<file path="config.mk">
export PLATFORM = sky130hd
export DESIGN_NAME = mem_port_arbiter_flat
export DESIGN_NICKNAME = d
export VERILOG_FILES = /design/src/rtl/cpu_mem_pkg.sv /design/src/rtl/mem_port_arbiter_if.sv /design/src/rtl/rr_pick2.sv /design/src/rtl/mem_port_arbiter.sv /design/src/flat_wrapper.sv
export SDC_FILE = /design/constraint.sdc
export NUM_CORES = 1
export LEC_CHECK = 0
export CORE_MARGIN = 2
export CORE_UTILIZATION = 18
export DETAILED_ROUTE_END_ITERATION = 10
export GPL_ROUTABILITY_DRIVEN = 0
export GPL_TIMING_DRIVEN = 1
export PLACE_DENSITY_LB_ADDON = 0.25
export SLEW_MARGIN = 5
export SYNTH_ARGS = -nofsm -noshare
export SYNTH_HDL_FRONTEND = slang
export SYNTH_HIERARCHICAL = 1
export SYNTH_SLANG_ARGS = --single-unit
</file>
<file path="constraint.sdc">
create_clock -name clk -period 1.5 [get_ports clk]
set_input_delay 0.3 -clock clk [delete_from_list [all_inputs] [get_ports clk]]
set_output_delay 0.3 -clock clk [all_outputs]
set_load 0.01 [all_outputs]
</file>
<file path="src/rtl/cpu_mem_pkg.sv">
// Shared definitions for the CPU memory-port arbiter: default widths, FSM
// state encoding and the next-state rule.
package cpu_mem_pkg;

  localparam int unsigned ADDR_W_DEF = 10;
  localparam int unsigned DATA_W_DEF = 16;

  typedef enum logic [1:0] {
    StIdle = 2'd0,
    StFRd  = 2'd1,
    StDRd  = 2'd2
  } arb_state_e;

  // A store leaves nothing in flight, so it returns to idle like a non-grant.
  function automatic arb_state_e arb_next_state(logic f_gnt, logic d_gnt, logic d_we);
    if (f_gnt) begin
      return StFRd;
    end
    if (d_gnt && !d_we) begin
      return StDRd;
    end
    return StIdle;
  endfunction

endpackage

</file>
<file path="src/rtl/mem_port_arbiter_if.sv">
// Fetch port, load/store port and RAM command bundle for mem_port_arbiter.
// The arbiter is the slave; CPU plus RAM (or a bench) sit on the master side.
interface mem_port_arbiter_if
  import cpu_mem_pkg::*;
#(
  parameter int unsigned ADDR_W = ADDR_W_DEF,
  parameter int unsigned DATA_W = DATA_W_DEF
);

  logic              f_req;
  logic [ADDR_W-1:0] f_addr;
  logic              f_gnt;
  logic              f_rvalid;
  logic [DATA_W-1:0] f_rdata;

  logic              d_req;
  logic              d_we;
  logic [ADDR_W-1:0] d_addr;
  logic [DATA_W-1:0] d_wdata;
  logic              d_gnt;
  logic              d_rvalid;
  logic [DATA_W-1:0] d_rdata;

  logic              mem_en;
  logic              mem_we;
  logic [ADDR_W-1:0] mem_addr;
  logic [DATA_W-1:0] mem_wdata;
  logic [DATA_W-1:0] mem_rdata;

  modport slave (
    input  f_req, f_addr, d_req, d_we, d_addr, d_wdata, mem_rdata,
    output f_gnt, f_rvalid, f_rdata, d_gnt, d_rvalid, d_rdata,
    output mem_en, mem_we, mem_addr, mem_wdata
  );

  modport master (
    output f_req, f_addr, d_req, d_we, d_addr, d_wdata, mem_rdata,
    input  f_gnt, f_rvalid, f_rdata, d_gnt, d_rvalid, d_rdata,
    input  mem_en, mem_we, mem_addr, mem_wdata
  );

endinterface

</file>
<file path="src/rtl/rr_pick2.sv">
// Two-way round-robin pick: a lone requester always wins, and under
// contention the side that did not win last time is chosen.
module rr_pick2 (
  input  logic req0,
  input  logic req1,
  input  logic last,  // 1 = requester 1 won most recently
  output logic gnt0,
  output logic gnt1
);

  assign gnt0 = req0 & (~req1 | last);
  assign gnt1 = req1 & (~req0 | ~last);

endmodule

</file>
<file path="src/rtl/mem_port_arbiter.sv">
// Shares one single-port RAM between instruction fetch and load/store, one
// command per cycle, with the 1-cycle read response tracked by a small FSM.
module mem_port_arbiter
  import cpu_mem_pkg::*;
#(
  parameter int unsigned ADDR_W = ADDR_W_DEF,
  parameter int unsigned DATA_W = DATA_W_DEF
) (
  input logic               clk,
  input logic               reset,
  mem_port_arbiter_if.slave bus
);

  arb_state_e        state_q;
  logic              last_d_q;
  logic              f_pick, d_pick;
  logic              f_gnt, d_gnt;
  logic              mem_en, mem_we;
  logic [ADDR_W-1:0] mem_addr;
  logic [DATA_W-1:0] mem_wdata;

  rr_pick2 u_rr_pick2 (
    .req0 (bus.f_req),
    .req1 (bus.d_req),
    .last (last_d_q),
    .gnt0 (f_pick),
    .gnt1 (d_pick)
  );

  // Reset is synchronous, so outputs are masked directly while it is high.
  assign f_gnt = f_pick & ~reset;
  assign d_gnt = d_pick & ~reset;

  always_comb begin
    mem_en    = 1'b0;
    mem_we    = 1'b0;
    mem_addr  = '0;
    mem_wdata = '0;
    if (f_gnt) begin
      mem_en   = 1'b1;
      mem_addr = bus.f_addr;
    end else if (d_gnt) begin
      mem_en    = 1'b1;
      mem_we    = bus.d_we;
      mem_addr  = bus.d_addr;
      mem_wdata = bus.d_wdata;
    end
  end

  // Fetch counts as the last winner out of reset, so data takes the first contention.
  always_ff @(posedge clk) begin
    if (reset) begin
      state_q  <= StIdle;
      last_d_q <= 1'b0;
    end else begin
      state_q <= arb_next_state(f_gnt, d_gnt, bus.d_we);
      if (f_gnt || d_gnt) begin
        last_d_q <= d_gnt;
      end
    end
  end

  assign bus.f_gnt     = f_gnt;
  assign bus.d_gnt     = d_gnt;
  assign bus.mem_en    = mem_en;
  assign bus.mem_we    = mem_we;
  assign bus.mem_addr  = mem_addr;
  assign bus.mem_wdata = mem_wdata;

  assign bus.f_rvalid  = (state_q == StFRd) & ~reset;
  assign bus.d_rvalid  = (state_q == StDRd) & ~reset;
  assign bus.f_rdata   = bus.mem_rdata;
  assign bus.d_rdata   = bus.mem_rdata;

  gnt_onehot_a : assert property (@(posedge clk) !(f_gnt && d_gnt));
  reset_quiet_a : assert property (@(posedge clk) reset |-> !(mem_en || mem_we));

endmodule

</file>
<file path="src/flat_wrapper.sv">
// flat-port wrapper written by rule: the top's interface ports become plain ports
module mem_port_arbiter_flat import cpu_mem_pkg::*;
#(
  parameter int unsigned ADDR_W = ADDR_W_DEF,
  parameter int unsigned DATA_W = DATA_W_DEF
)
  (clk, reset, bus_f_req, bus_f_addr, bus_d_req, bus_d_we, bus_d_addr, bus_d_wdata, bus_mem_rdata, bus_f_gnt, bus_f_rvalid, bus_f_rdata, bus_d_gnt, bus_d_rvalid, bus_d_rdata, bus_mem_en, bus_mem_we, bus_mem_addr, bus_mem_wdata);
  mem_port_arbiter_if #(.ADDR_W(ADDR_W), .DATA_W(DATA_W)) bus_i ();
  input logic clk;
  input logic reset;
  input wire logic [$bits(bus_i.f_req)-1:0] bus_f_req;
  input wire logic [$bits(bus_i.f_addr)-1:0] bus_f_addr;
  input wire logic [$bits(bus_i.d_req)-1:0] bus_d_req;
  input wire logic [$bits(bus_i.d_we)-1:0] bus_d_we;
  input wire logic [$bits(bus_i.d_addr)-1:0] bus_d_addr;
  input wire logic [$bits(bus_i.d_wdata)-1:0] bus_d_wdata;
  input wire logic [$bits(bus_i.mem_rdata)-1:0] bus_mem_rdata;
  output wire logic [$bits(bus_i.f_gnt)-1:0] bus_f_gnt;
  output wire logic [$bits(bus_i.f_rvalid)-1:0] bus_f_rvalid;
  output wire logic [$bits(bus_i.f_rdata)-1:0] bus_f_rdata;
  output wire logic [$bits(bus_i.d_gnt)-1:0] bus_d_gnt;
  output wire logic [$bits(bus_i.d_rvalid)-1:0] bus_d_rvalid;
  output wire logic [$bits(bus_i.d_rdata)-1:0] bus_d_rdata;
  output wire logic [$bits(bus_i.mem_en)-1:0] bus_mem_en;
  output wire logic [$bits(bus_i.mem_we)-1:0] bus_mem_we;
  output wire logic [$bits(bus_i.mem_addr)-1:0] bus_mem_addr;
  output wire logic [$bits(bus_i.mem_wdata)-1:0] bus_mem_wdata;
  assign bus_i.f_req = bus_f_req;
  assign bus_i.f_addr = bus_f_addr;
  assign bus_i.d_req = bus_d_req;
  assign bus_i.d_we = bus_d_we;
  assign bus_i.d_addr = bus_d_addr;
  assign bus_i.d_wdata = bus_d_wdata;
  assign bus_i.mem_rdata = bus_mem_rdata;
  assign bus_f_gnt = bus_i.f_gnt;
  assign bus_f_rvalid = bus_i.f_rvalid;
  assign bus_f_rdata = bus_i.f_rdata;
  assign bus_d_gnt = bus_i.d_gnt;
  assign bus_d_rvalid = bus_i.d_rvalid;
  assign bus_d_rdata = bus_i.d_rdata;
  assign bus_mem_en = bus_i.mem_en;
  assign bus_mem_we = bus_i.mem_we;
  assign bus_mem_addr = bus_i.mem_addr;
  assign bus_mem_wdata = bus_i.mem_wdata;
  mem_port_arbiter #(.ADDR_W(ADDR_W), .DATA_W(DATA_W)) u_core (.clk(clk), .reset(reset), .bus(bus_i));
endmodule
</file>
==> flow_summary.json <==
{
  "switching_power_mw": 0.173,
  "fillers": 374,
  "clk_pin_slew_ns": 0.03,
  "drc_errors": 0,
  "dpl_worst_slack_ns": -0.856,
  "outcome": "complete, but fails checks",
  "cts_made_buffers": 3,
  "hp-class": "in2out",
  "clock_skew_ns": 0.00312,
  "synth_cell_type_count": 19,
  "core_area_um2": 3420,
  "powerDensity_nw_per_um2": 444,
  "fp.dieH_um": 64.5,
  "cp_cell_sequence": "inv_2 -> a21boi_4 -> buf_4 -> nor2_4 -> buf_16 -> a32o_1 -> buf_2",
  "htreeDepth": 1,
  "antenna_found_initial": 0,
  "max_freq_mhz": 555,
  "critPathRequiredTime_ns": 1.20,
  "grt_pass1_vias": 817,
  "path_max_fanout": 10,
  "synth_compound_area_frac": 0.183,
  "dpl.cell_count": 173,
  "power_frac_comb": 0.615,
  "swShare": 0.294,
  "maxCapViolCount": 0,
  "p_int_mw": 0.415,
  "synth_nets": 141,
  "numPortBuffers": 72,
  "layout-drive-gt1-share": 0.467,
  "n_antenna_cell": 0,
  "critical_path.slowest_cell": "dfxtp_2",
  "vias": 767,
  "netlist_instances": 84,
  "synth_top_family_by_area": "buffers and inverters",
  "cts.path.max_buffers": 2,
  "postCtsHoldBufs": 0,
  "drtPass1Iterations": 4,
  "critPathLaunchType": "register",
  "critPathKind": "reg2out",
  "totalWireLength_mm": 2.63,
  "synth_area_leaders": "buf_4 37%, and3_1 16%, a32o_1 15%, dfxtp_1 9.1%, buf_6 6.8%",
  "gr-total-overflow": 0,
  "critPathArrivalTime_ns": 1.50,
  "final.min_clock_period_ns": 1.80,
  "clock_latency_ns": 0.23,
  "yosys.area.top_type": "buf_4",
  "setup_viol": 30,
  "p_seq_frac": 0.149,
  "final_util": 0.388,
  "path_buf_inv": 4,
  "finalNonFillerCells": 183,
  "yosys_register_bits": 3,
  "drtIter0Drc": 26,
  "dieWidth_um": 64.5,
  "viasPerCell": 4.19,
  "fin_ws_ns": -0.302,
  "fin_setup_tns_ns": -7.34,
  "maxSlewViolCount": 0,
  "power_leakage_nw": 0.642,
  "die_area_um2": 4160,
  "syn_area_um2": 658,
  "critPathTopFamily": "buffers and inverters",
  "slew_headroom": 0.854,
  "track_usage": 0.129,
  "finalHoldViolCount": 0,
  "grt_max_degree": 16,
  "rsz0062_at_grt": "yes",
  "synthXorXnorAreaFrac": 0,
  "slowest_delay_ns": 0.33,
  "period_share": 1.20,
  "synthAdderAreaFrac": 0,
  "tritoncts": "built",
  "synth.area.mux_share": 0,
  "ir_drop_mv": 0.133,
  "ys_seq_area_frac": 0.0913,
  "rows": 21,
  "dp_hpwl_mm": 1.84,
  "syn_avg_cell_area_um2": 7.83,
  "finalNetCount": 195,
  "yosys_warnings": 6,
  "failed_checks": "negative setup slack",
  "wl_per_cell_um": 14.4,
  "synthSimpleGateAreaFrac": 0.260,
  "clkPwrFrac": 0.236,
  "start_util": 0.193,
  "io_pins": 121,
  "cts_sinks": 3,
  "grt_pass1_wl_mm": 4.20,
  "endpoint_kind": "primary output",
  "worstMarginPinSlew_ns": 0.217,
  "postRouteAntennaNets": 0,
  "area_growth_pct": 101,
  "synth_top_cell_area_share": 0.365,
  "root_buffer": "clkbuf_4"
}
-- registers in the layout, summed over array words and instances (netlist names) --
register and cells:
u_core/state_q 2, u_core/last_d_q 1
-- cells in the final DEF (no fill, tap or decap), types with 2 or more instances in the layout --
master | synthesis | final
a21boi_4 | 0 | 2
a32o_1 | 10 | 10
and3_1 | 17 | 11
and3_4 | 0 | 6
buf_12 | 0 | 4
buf_16 | 0 | 2
buf_2 | 2 | 25
buf_4 | 32 | 7
buf_6 | 4 | 10
clkbuf_4 | 0 | 3
clkdlybuf4s50_1 | 0 | 37
dfxtp_1 | 3 | 2
dlygate4sd2_1 | 0 | 2
inv_2 | 1 | 2
nor2_1 | 3 | 3
nor3b_1 | 2 | 2
-- through the flow --
stage                     hold WS (ns)  power [mW]  area [um^2]
after global routing             0.600       0.626         1330
after CTS                        0.600       0.586         1260
after floorplan                  0.377       0.286          662
after detailed placement         0.600       0.421         1260
final                            0.600       0.588         1330
after global placement           0.594       0.417         1260
-- cells in the mapped netlist --
cell type  instances
buf_4             32
and3_1            17
a32o_1            10
buf_6              4
dfxtp_1            3
nor2_1             3
buf_2              2
nor3b_1            2
a21boi_0           1
a21boi_1           1
a21oi_1            1
clkbuf_1           1
inv_1              1
inv_2              1
nand2b_1           1
nor2_4             1
nor2b_1            1
nor2b_2            1
nor4_1             1
-- logic make-up after synthesis --
logic type / Yosys count
buf+inv: 41
simple gates: 27
flops: 3
compound gates: 13
-- cell type report --
class                   instances  area (um^2)  area share
clock buffers                   4         26.3      0.0198
inverters                       2         7.51     0.00567
multi-input cells              40          349       0.263
flip-flops and latches          3         61.3      0.0463
well taps                      46         57.6      0.0434
repair buffers                 88          823       0.621
-- power groups by stage --
stage / Sequential [mW] / Combinational [mW] / Clock [mW]
finish: 0.0879 / 0.361 / 0.139
global route: 0.0884 / 0.389 / 0.149
CTS: 0.0880 / 0.352 / 0.146
detailed placement: 0.0883 / 0.332 / 0
global placement: 0.0879 / 0.329 / 0
floorplan: 0.0878 / 0.198 / 0
-- per-layer routing --
layer | vias up | track usage | routed length [um]
li1 | 374 | - | -
met1 | 353 | 0.163 | 1040
met2 | 34 | 0.215 | 1340
met3 | 6 | 0.0260 | 209
met4 | 0 | 0.0505 | 36
met5 | - | 0 | 0
-- worst paths after layout --
path,slack [ns],cells past startpoint,endpoint,start
setup / recovery,-0.30,7,bus_mem_addr[0],u_core/last_d_q$_SDFFE_PP0P_
hold / removal,0.60,0,bus_d_rdata[11],bus_mem_rdata[11]
setup reg to reg,0.26,6,u_core/state_q[1]$_SDFF_PP0_,u_core/last_d_q$_SDFFE_PP0P_
hold reg to reg,0.64,3,u_core/last_d_q$_SDFFE_PP0P_,u_core/last_d_q$_SDFFE_PP0P_
-- what timing repair did --
item                       4_1_cts  5_1_grt
setup endpoints to repair       32       30
setup buffers                    3        1
resized for setup              143       16
cloned                           3        0
pin swaps                        7        6
Power figures use the tool's default switching activity.
